$ cat config.mk
export PLATFORM = sky130hd
export DESIGN_NAME = rob
export DESIGN_NICKNAME = d
export VERILOG_FILES = /design/src/rtl/rob.sv
export SDC_FILE = /design/constraint.sdc
export NUM_CORES = 1
export LEC_CHECK = 0
export CAP_MARGIN = 20
export CORE_ASPECT_RATIO = 0.9
export CORE_UTILIZATION = 40
export DETAILED_ROUTE_END_ITERATION = 10
export GPL_TIMING_DRIVEN = 0
export SLEW_MARGIN = 30
export SYNTH_ARGS = -nofsm -noshare
export SYNTH_HDL_FRONTEND = slang
export SYNTH_SLANG_ARGS = --single-unit
$ cat constraint.sdc
create_clock -name clk -period 7.1 [get_ports clk]
set_input_delay 1.065 -clock clk [delete_from_list [all_inputs] [get_ports clk]]
set_output_delay 1.065 -clock clk [all_outputs]
set_load 0.1 [all_outputs]
$ cat src/rtl/rob.sv
// Reorder buffer: allocates entries in program order, captures ALU/LSB results,
// answers operand lookups and retires in order, flushing on a mispredicted branch.
module rob #(
    parameter int ROB_SIZE_WIDTH = 3
) (
    input  logic                      clk,
    input  logic                      rst,
    input  logic                      rdy,
    input  logic                      issue_valid,
    input  logic [1:0]                issue_kind,
    input  logic [4:0]                issue_rd,
    input  logic                      issue_pred_taken,
    input  logic [31:0]               issue_recover_pc,
    output logic [ROB_SIZE_WIDTH-1:0] issue_rob_id,
    output logic                      full,
    input  logic                      rs_ready,
    input  logic [ROB_SIZE_WIDTH-1:0] rs_rob_id,
    input  logic [31:0]               rs_value,
    input  logic                      lsb_ready,
    input  logic [ROB_SIZE_WIDTH-1:0] lsb_rob_id,
    input  logic [31:0]               lsb_value,
    input  logic [ROB_SIZE_WIDTH-1:0] query_id1,
    output logic                      query_ready1,
    output logic [31:0]               query_value1,
    input  logic [ROB_SIZE_WIDTH-1:0] query_id2,
    output logic                      query_ready2,
    output logic [31:0]               query_value2,
    output logic                      commit_valid,
    output logic [4:0]                commit_rd,
    output logic [31:0]               commit_value,
    output logic [ROB_SIZE_WIDTH-1:0] commit_rob_id,
    output logic                      store_commit,
    output logic [ROB_SIZE_WIDTH-1:0] store_rob_id,
    output logic                      rob_clear,
    output logic [31:0]               clear_pc
);
    localparam int N = 1 << ROB_SIZE_WIDTH;
    localparam logic [ROB_SIZE_WIDTH:0] CNT_FULL = (ROB_SIZE_WIDTH+1)'(N);
    localparam logic [1:0] K_REG = 2'd0, K_ST = 2'd1, K_BR = 2'd2, K_NONE = 2'd3;

    logic [N-1:0]              busy_q, ready_q, pred_q;
    logic [1:0]                kind_q  [N];
    logic [4:0]                rd_q    [N];
    logic [31:0]               pc_q    [N];
    logic [31:0]               value_q [N];
    logic [ROB_SIZE_WIDTH-1:0] head_q, head_d, tail_q, tail_d;
    logic [ROB_SIZE_WIDTH:0]   count_q, count_d;

    logic                      commit_valid_q, store_commit_q, rob_clear_q;
    logic [4:0]                commit_rd_q;
    logic [31:0]               commit_value_q, clear_pc_q;
    logic [ROB_SIZE_WIDTH-1:0] commit_rob_id_q, store_rob_id_q;

    logic accept, do_issue, rs_hit, lsb_hit, head_ok, mispred, retire;

    assign full         = (count_q == CNT_FULL);
    assign issue_rob_id = tail_q;

    // Nothing is accepted during the flush pulse: downstream is still discarding.
    assign accept   = !rob_clear_q;
    assign do_issue = issue_valid && !full && accept;
    assign rs_hit   = rs_ready && busy_q[rs_rob_id] && accept;
    assign lsb_hit  = lsb_ready && busy_q[lsb_rob_id] && accept;
    assign head_ok  = busy_q[head_q] && ready_q[head_q];
    assign mispred  = head_ok && (kind_q[head_q] == K_BR) && (value_q[head_q][0] != pred_q[head_q]);
    assign retire   = head_ok && !mispred;

    always_comb begin
        head_d  = head_q;
        tail_d  = tail_q;
        count_d = count_q;
        if (mispred) begin
            head_d  = '0;
            tail_d  = '0;
            count_d = '0;
        end else begin
            if (retire)   head_d = head_q + ROB_SIZE_WIDTH'(1);
            if (do_issue) tail_d = tail_q + ROB_SIZE_WIDTH'(1);
            count_d = count_q + (ROB_SIZE_WIDTH+1)'(do_issue) - (ROB_SIZE_WIDTH+1)'(retire);
        end
    end

    // Lookup with same-cycle broadcast bypass; LSB beats RS as in writeback.
    function automatic logic [32:0] lookup(input logic [ROB_SIZE_WIDTH-1:0] id);
        if (lsb_ready && lsb_rob_id == id) return {1'b1, lsb_value};
        if (rs_ready && rs_rob_id == id)   return {1'b1, rs_value};
        return {ready_q[id], value_q[id]};
    endfunction

    always_comb begin
        {query_ready1, query_value1} = lookup(query_id1);
        {query_ready2, query_value2} = lookup(query_id2);
    end

    always_ff @(posedge clk) begin
        if (rst) begin
            head_q          <= '0;
            tail_q          <= '0;
            count_q         <= '0;
            busy_q          <= '0;
            ready_q         <= '0;
            commit_valid_q  <= 1'b0;
            store_commit_q  <= 1'b0;
            rob_clear_q     <= 1'b0;
            clear_pc_q      <= '0;
            commit_rd_q     <= '0;
            commit_value_q  <= '0;
            commit_rob_id_q <= '0;
            store_rob_id_q  <= '0;
        end else if (!rdy) begin
            commit_valid_q <= 1'b0;
            store_commit_q <= 1'b0;
            rob_clear_q    <= 1'b0;
        end else begin
            head_q         <= head_d;
            tail_q         <= tail_d;
            count_q        <= count_d;
            commit_valid_q <= 1'b0;
            store_commit_q <= 1'b0;
            rob_clear_q    <= mispred;
            if (mispred) begin
                busy_q     <= '0;
                ready_q    <= '0;
                clear_pc_q <= pc_q[head_q];
            end else begin
                if (rs_hit)  ready_q[rs_rob_id]  <= 1'b1;
                if (lsb_hit) ready_q[lsb_rob_id] <= 1'b1;
                if (do_issue) begin
                    busy_q[tail_q]  <= 1'b1;
                    ready_q[tail_q] <= (issue_kind == K_NONE);
                end
                if (retire) begin
                    busy_q[head_q] <= 1'b0;
                    case (kind_q[head_q])
                        K_REG: begin
                            commit_valid_q  <= 1'b1;
                            commit_rd_q     <= rd_q[head_q];
                            commit_value_q  <= value_q[head_q];
                            commit_rob_id_q <= head_q;
                        end
                        K_ST: begin
                            store_commit_q <= 1'b1;
                            store_rob_id_q <= head_q;
                        end
                        default: ;
                    endcase
                end
            end
        end
    end

    // Payload needs no reset: it is only observed while busy/ready qualify it.
    always_ff @(posedge clk) begin
        if (!rst && rdy) begin
            if (do_issue) begin
                kind_q[tail_q]  <= issue_kind;
                rd_q[tail_q]    <= issue_rd;
                pred_q[tail_q]  <= issue_pred_taken;
                pc_q[tail_q]    <= issue_recover_pc;
                value_q[tail_q] <= '0;
            end
            if (rs_hit)  value_q[rs_rob_id]  <= rs_value;
            if (lsb_hit) value_q[lsb_rob_id] <= lsb_value;
        end
    end

    assign commit_valid  = commit_valid_q;
    assign commit_rd     = commit_rd_q;
    assign commit_value  = commit_value_q;
    assign commit_rob_id = commit_rob_id_q;
    assign store_commit  = store_commit_q;
    assign store_rob_id  = store_rob_id_q;
    assign rob_clear     = rob_clear_q;
    assign clear_pc      = clear_pc_q;
endmodule

==> summary.md, run 1 <==
| Metric | Value |
|---|---|
| Design area | `41100 um2` |
| H-tree Lvls | `3` |
| Port buffer count | `195` |
| Placed instance count | `3897` |
| Maximum clock path buffer count | `3` |
| Die H | `281 um` |
| Via count | `26700` |
| Max_cap viols | `0` |
| Die Wd | `312 um` |
| Critical Path Sink Type | `output port` |
| RD Place Congestion | `0.940` |
| # fillers | `7394` |
| Initial antenna violation count | `20` |
| Synthesized Nets | `2638` |
| Synth warnings | `0` |
| Number of buffers created by CTS | `75` |
| Reg2reg end | `count_q[2]` |
| Number of library cell types mapped by synthesis | `71` |
| Final Hold Vio Count | `0` |
| RSZ-0062 raised after global routing | `false` |
| Peak supply drop | `0.204 mV` |
| Worst Hold Class | `reg -> reg` |
| Row count | `101` |
| Root buf cell | `clkbuf_16` |
| Endpoints failing setup | `0` |
| Post-synth top flop | `edfxtp_1` |
| Hpwl dp | `89400 um` |
| P per Cell Area | `256 nW/um2` |
| Max Fclk | `0.141 GHz` |
| Clock Latency Late Sink | `0.67 ns` |
| Placed Area | `38700 um2` |
| Met1 Usage GRT | `38.5%` |
| Core Area | `85000 um2` |
| Post-Synthesis Cell Area | `34600 um2` |
| Slew Viols, Final | `0` |
| Drt initial violations | `3555` |
| Slew HR | `25.1%` |
| Vias in the first global route | `26400` |
| Worst R2R Path Depth | `15` |
| Final period util | `99.6%` |
| Via-to-Cell Ratio | `6.59` |
| Critical path type | `in -> out` |
| Gr usage total | `29.5%` |
| EDFF count, synth | `576` |
| Residual DRC | `0` |
| Routed Wire Length | `131000 um` |
| Worst slew pin tran | `1.12 ns` |
| Seq cells post-synth | `683` |
| Synth Area per Inst | `13.8 um2` |
| Final net count | `2972` |
| Global Route met3 Usage | `10.3%` |
| Post-synthesis sequential area ratio | `56.2%` |
| First-pass GRT wire length | `186000 um` |
| Final std cells w/o fill | `4043` |
| Pin count of the biggest net entering global routing | `30` |
| Routed WL per cell | `32.4 um` |
| CTS tree | `done` |
| Worst Path Required | `6.03 ns` |
| Period minus WS final | `7.07 ns` |
| CP Launch Type | `input pin` |
| CP startpoint | `rs_rob_id[2]` |
| Sink Count | `683` |
| Starting Density | `40.7%` |
| Die Area | `87700 um2` |
| Layout overhead on the synthesized area | `18.8%` |
| IO Count | `270` |
| Tot Pwr | `10.5 mW` |
| Initial DRT Pass Iterations | `6` |
| Grt total ovfl | `0` |
| Hold buffer count at CTS | `0` |
| Met2 Use GR | `44.1%` |
| Worst-path maximum fanout | `10` |
| Critical path endpoint | `query_value1[30]` |
| Syn Inst Count | `2508` |
| Status | `finished, final reports clean` |
| P_leak | `13.8 nW` |
| Post-CTS setup buffer count | `0` |
| FF-to-FF setup slack | `2.44 ns` |
| Clk slew on worst S/H paths | `0.05 ns` |
| Layer with the highest usage | `met2` |
| Layout cell share with drive strength beyond 1 | `18.6%` |
| Arrival @ worst endpoint | `6.00 ns` |
| Post-synth ARST share | `0%` |
| Post-DRT Antenna Nets | `0` |
| Skew final | `0.0502 ns` |
sequential cells by signal, indices dropped and copies added, names as in the netlist, 4 cells and up, named ones only:
register	count
pc_q	256
value_q	256
rd_q	40
clear_pc	32
commit_value	32
kind_q	16
busy_q	8
pred_q	8
ready_q	8
commit_rd	5
count_q	4
repair_timing:
action                                  4_1_cts  5_1_grt
endpoints found under the hold margin         0        0
resized for setup                             0        1
endpoints found under the setup margin        0        1
cell usage after synthesis, drive strengths merged, types with 8 or more instances:
| library cell | count | area (um2) |
|---|---|---|
| o22ai | 15 | 93.8 |
| a211oi | 54 | 415 |
| nand2b | 12 | 75.1 |
| inv | 8 | 30.0 |
| clkbuf | 186 | 698 |
| mux4 | 216 | 4860 |
| and2 | 13 | 81.3 |
| nor2 | 101 | 387 |
| mux2 | 28 | 319 |
| a22oi | 24 | 180 |
| mux2i | 164 | 1640 |
| o21ai | 152 | 761 |
| a21oi | 81 | 405 |
| xnor2 | 9 | 78.8 |
| nand3 | 11 | 55.1 |
| nor4 | 12 | 75.1 |
| a311oi | 11 | 96.3 |
| a22o | 258 | 2260 |
| dfxtp | 107 | 2140 |
| nor3 | 40 | 215 |
| a2111oi | 8 | 108 |
| edfxtp | 576 | 17300 |
| a221oi | 25 | 219 |
| nor2b | 16 | 100 |
| nand2 | 169 | 642 |
| o211ai | 9 | 67.6 |
| buf | 114 | 546 |
cell families after synthesis:
family	count (synthesis)	synth area share [%]
fa+ha+maj	8	0.311
simple gates	405	5.38
xor+xnor	14	0.354
compound gates	679	14.3
flops	683	56.2
mux	408	19.7
buf+inv	311	3.71
metal layers:
layer,wire length [um],share of wire (%),vias up
met5,150,0.11,-
met4,6080,4.6,24
li1,-,-,10800
met3,17100,13,383
met2,57900,44,1909
met1,49800,38,13600
where the power goes:
| group | internal (mW) | leakage [nW] | switching [mW] |
|---|---|---|---|
| registers | 4.40 | 6.52 | 0.0492 |
| logic | 0.623 | 6.15 | 1.58 |
| clock network | 2.15 | 1.17 | 1.72 |
| total | 7.17 | 13.8 | 3.35 |
how the worst min path moves through the flow:
| stage | cells past startpoint | start | to |
|---|---|---|---|
| finish | 2 | count_q[2] | count_q[2] |
| floorplan | 2 | count_q[2] | count_q[2] |
| detailed placement | 2 | count_q[2] | count_q[2] |
| CTS | 2 | count_q[2] | count_q[2] |
| global placement | 2 | count_q[2] | count_q[2] |
| global route | 2 | count_q[3] | count_q[3] |
cells in the final DEF, fill, tap and decap left out, drive strengths merged, types with 12 or more instances in the layout:
cell / netlist / layout
edfxtp: 576 / 576
clkbuf: 186 / 289
a22o: 258 / 258
mux4: 216 / 216
clkdlybuf4s50: 0 / 186
buf: 114 / 181
nand2: 169 / 169
mux2i: 164 / 164
o21ai: 152 / 152
dfxtp: 107 / 107
nor2: 101 / 101
a21oi: 81 / 81
a211oi: 54 / 54
nor3: 40 / 40
clkinv: 3 / 31
mux2: 28 / 28
a221oi: 25 / 25
a22oi: 24 / 24
nor2b: 16 / 16
o22ai: 15 / 15
inv: 8 / 13
and2: 13 / 13
nand2b: 12 / 12
nor4: 12 / 12
metrics by stage:
stage | worst slack, ns | utilization [%] | setup TNS (ns) | hold WS (ns)
after floorplan | 0.0491 | - | 0 | 0.446
after global placement | -6.61 | 44.6 | -755.27 | 0.460
after detailed placement | 0.218 | 45.5 | 0 | 0.471
after CTS | 0.201 | 48.3 | 0 | 0.479
after global routing | 0.0328 | 48.3 | 0 | 0.512
final | 0.0310 | 48.3 | 0 | 0.478
final cells by class:
cell class	instances	area, um2	share of cell area, %
inverter	11	41.3	0.100
buffer	300	1280	3.12
timing repair buffer	257	2530	6.16
antenna	8	20.0	0.0487
clock inverter	37	367	0.892
tap	1133	1420	3.45
sequential	683	19400	47.3
multi-input combinational	1514	14000	34.0
clock buffer	100	2020	4.92
critical path: stages:
cell and delay, ns:
clkdlybuf4s50_1 0.52, clkbuf_1 0.58, xnor2_1 0.15, nand4_1 0.14
clkbuf_1 0.84, clkbuf_1 0.82, o21ai_0 0.16, o21ai_0 0.47
clkdlybuf4s50_1 1.24
No activity file was read; power rests on OpenSTA's default activity.
==> run 2, diff against run 1 <==
CORE_MARGIN = 10   (was default)
==> run 2 against run 1 <==
Against the previous run: clock power increased by 5.7%; utilization decreased by 0.16 points; critical path type unchanged; combinational power about the same.
==> summary.md, run 2 (synthesis gave the netlist of run 1 again) <==
| Metric | Value |
|---|---|
| Status | `finished, final reports clean` |
| Gr usage total | `25.7% (-3.9 points)` |
| FF+latch area | `19400 um2 (unchanged)` |
| Starting Density | `40.3% (-0.40 points)` |
| Max_cap viols | `0 (unchanged)` |
| Hold slack | `0.467 ns (-0.0113 ns)` |
| Clk slew on worst S/H paths | `0.05 ns (about the same)` |
| RD Place Congestion | `0.913 (-2.9%)` |
| Final Hold Vio Count | `0 (unchanged)` |
| Post-CTS sizing | `0 (unchanged)` |
| Port buffer count | `195 (unchanged)` |
| Vias in the first global route | `26300 (-0.51%)` |
| H-tree Lvls | `3 (unchanged)` |
| Worst Path Required | `6.03 ns (about the same)` |
| Post-CTS setup buffer count | `0 (unchanged)` |
| Routed WL per cell | `32.4 um (about the same)` |
| Layout overhead on the synthesized area | `19.5%` |
| Placed Area | `38700 um2 (about the same)` |
| Final worst slack | `0.0145 ns (-0.0165 ns)` |
| Grt total ovfl | `0 (unchanged)` |
| Skew final | `0.0500 ns (-0.000218 ns)` |
| Worst Hold Path EP | `count_q[2]` |
| Critical Path Sink Type | `output port` |
| IO Count | `270 (unchanged)` |
| Post-DRT Antenna Nets | `0 (unchanged)` |
| CP Launch Type | `input pin` |
| Design area | `41400 um2 (+0.65%)` |
| Routed Wire Length | `132000 um (+0.43%)` |
| Clock Latency Late Sink | `0.66 ns (about the same)` |
| Setup TNS Final | `0 ns (unchanged)` |
| Max Fclk | `0.141 GHz (-0.23%)` |
| Reg2reg end | `count_q[2]` |
| Hold Path Cell Cnt | `2 (unchanged)` |
| Die Area | `98700 um2 (+13%)` |
| Drt initial violations | `3889 (+9.4%)` |
| Sink Count | `683 (unchanged)` |
| RSZ-0062 raised after global routing | `false` |
| Slew Viols, Final | `0 (unchanged)` |
| Commonest non-fill, non-tap cell in the layout | `edfxtp_1` |
| Initial antenna violation count | `21 (+5.0%)` |
| Root buf cell | `clkbuf_16` |
| Final period util | `99.8% (+0.23 points)` |
| CTS tree | `done` |
| Critical path type | `in -> out` |
| Final std cells w/o fill | `4063 (+0.49%)` |
| Number of buffers created by CTS | `77 (+2.7%)` |
| First-pass GRT wire length | `184000 um (-0.63%)` |
| Worst-path maximum fanout | `10 (unchanged)` |
| DP Worst Slack | `0.324 ns (+0.106 ns)` |
| Pin count of the biggest net entering global routing | `33 (+10%)` |
| Worst slew pin tran | `1.23 ns (+0.104 ns)` |
| Worst R2R Path Depth | `15 (unchanged)` |
| Via-to-Cell Ratio | `6.53 (-0.91%)` |
| Arrival @ worst endpoint | `6.02 ns (+0.02 ns)` |
| Row count | `102 (+0.99%)` |
| Initial DRT Pass Iterations | `6 (unchanged)` |
| Endpoints failing setup | `0 (unchanged)` |
| P per Cell Area | `260 nW/um2 (+1.5%)` |
| P_leak | `13.9 nW (+0.58%)` |
| Die Wd | `330 um (+5.8%)` |
| Slew HR | `16.1% (-9.0 points)` |
| Die H | `299 um (+6.4%)` |
| Area taken by multi-input logic gates | `14000 um2 (about the same)` |
| Top flop regs | `pc_q: 256 flops, value_q: 256 flops, rd_q: 40 flops` |
| Final net count | `2975 (+0.10%)` |
| Most frequent cells in the layout | `edfxtp_1 (576), a22o_1 (258), mux4_2 (216)` |
| Via count | `26500 (-0.42%)` |
| Residual DRC | `0 (unchanged)` |
| Worst Hold Class | `reg -> reg` |
| Core Area | `85900 um2 (+0.99%)` |
| Hpwl dp | `91200 um (+2.0%)` |
| # fillers | `7413 (+0.26%)` |
| Hold buffer count at CTS | `0 (unchanged)` |
| Period minus WS final | `7.09 ns (+0.0165 ns)` |
| FF-to-FF setup slack | `2.43 ns (about the same)` |
| Peak supply drop | `0.173 mV (-15%)` |
| HP Start | `count_q[2]` |
| Layout cell share with drive strength beyond 1 | `18.6% (+0.052 points)` |
| Maximum clock path buffer count | `3 (unchanged)` |
| Placed instance count | `3907 (+0.26%)` |
run 2: cell count changes in the layout (fill, tap and decap cells not counted), moves of 3 or more:
cell,before,now
clkbuf_2,19,14
buf_2,86,81
buf_6,10,16
bufinv_16,3,7
buf_4,27,24
run 2: cell type report:
type                       count  share of cell area, %
sequential                   683                   47.0
antenna                        9                 0.0544
clock buffer                  98                   4.99
timing repair buffer         258                   6.27
buffer                       300                   3.08
inverter                      11                 0.0998
tap                         1144                   3.46
clock inverter                46                   1.26
multi-input combinational   1514                   33.8
run 2: through the flow:
step	power, mW	util [%]
6_report	10.7	48.2
3_3_place_gp	6.67	44.2
3_5_place_dp	6.70	45.1
5_1_grt	11.0	48.1
2_1_floorplan	5.98	-
4_1_cts	10.7	48.1
run 2: layer usage:
layer  GRT usage [%]  part of all wire, %  routed length [um]
met5               0                 0.14                 181
met4            11.6                  4.6                6030
met3            9.43                   14               18300
met2            38.0                   44               57700
met1            33.4                   38               49500
run 2: worst max-delay path, stage by stage:
cell	delay [ns]
clkdlybuf4s50_1	0.49
clkbuf_1	0.55
xnor2_1	0.19
nand4_1	0.18
clkbuf_1	0.52
clkbuf_1	0.76
o21ai_0	0.16
o21ai_0	0.79
clkdlybuf4s50_1	1.30
run 2: worst max-delay path by stage:
stage	startpoint	to	slack (ns)
2_1_floorplan	count_q[2]	value_q[6][0]	0.05
3_3_place_gp	issue_valid	value_q[6][19]	-6.70
3_5_place_dp	rs_rob_id[2]	query_value2[31]	0.32
4_1_cts	rs_rob_id[2]	query_value2[31]	0.30
5_1_grt	rs_rob_id[2]	query_value2[30]	0.07
6_report	rs_rob_id[2]	query_value2[30]	0.01
run 2: report_power, final:
group | switching, mW | leakage [nW] | total, mW | internal (mW)
clock network | 1.73 | 1.27 | 4.08 | 2.35
registers | 0.0483 | 6.52 | 4.45 | 4.40
logic | 1.58 | 6.14 | 2.21 | 0.627
total | 3.37 | 13.9 | 10.7 | 7.38
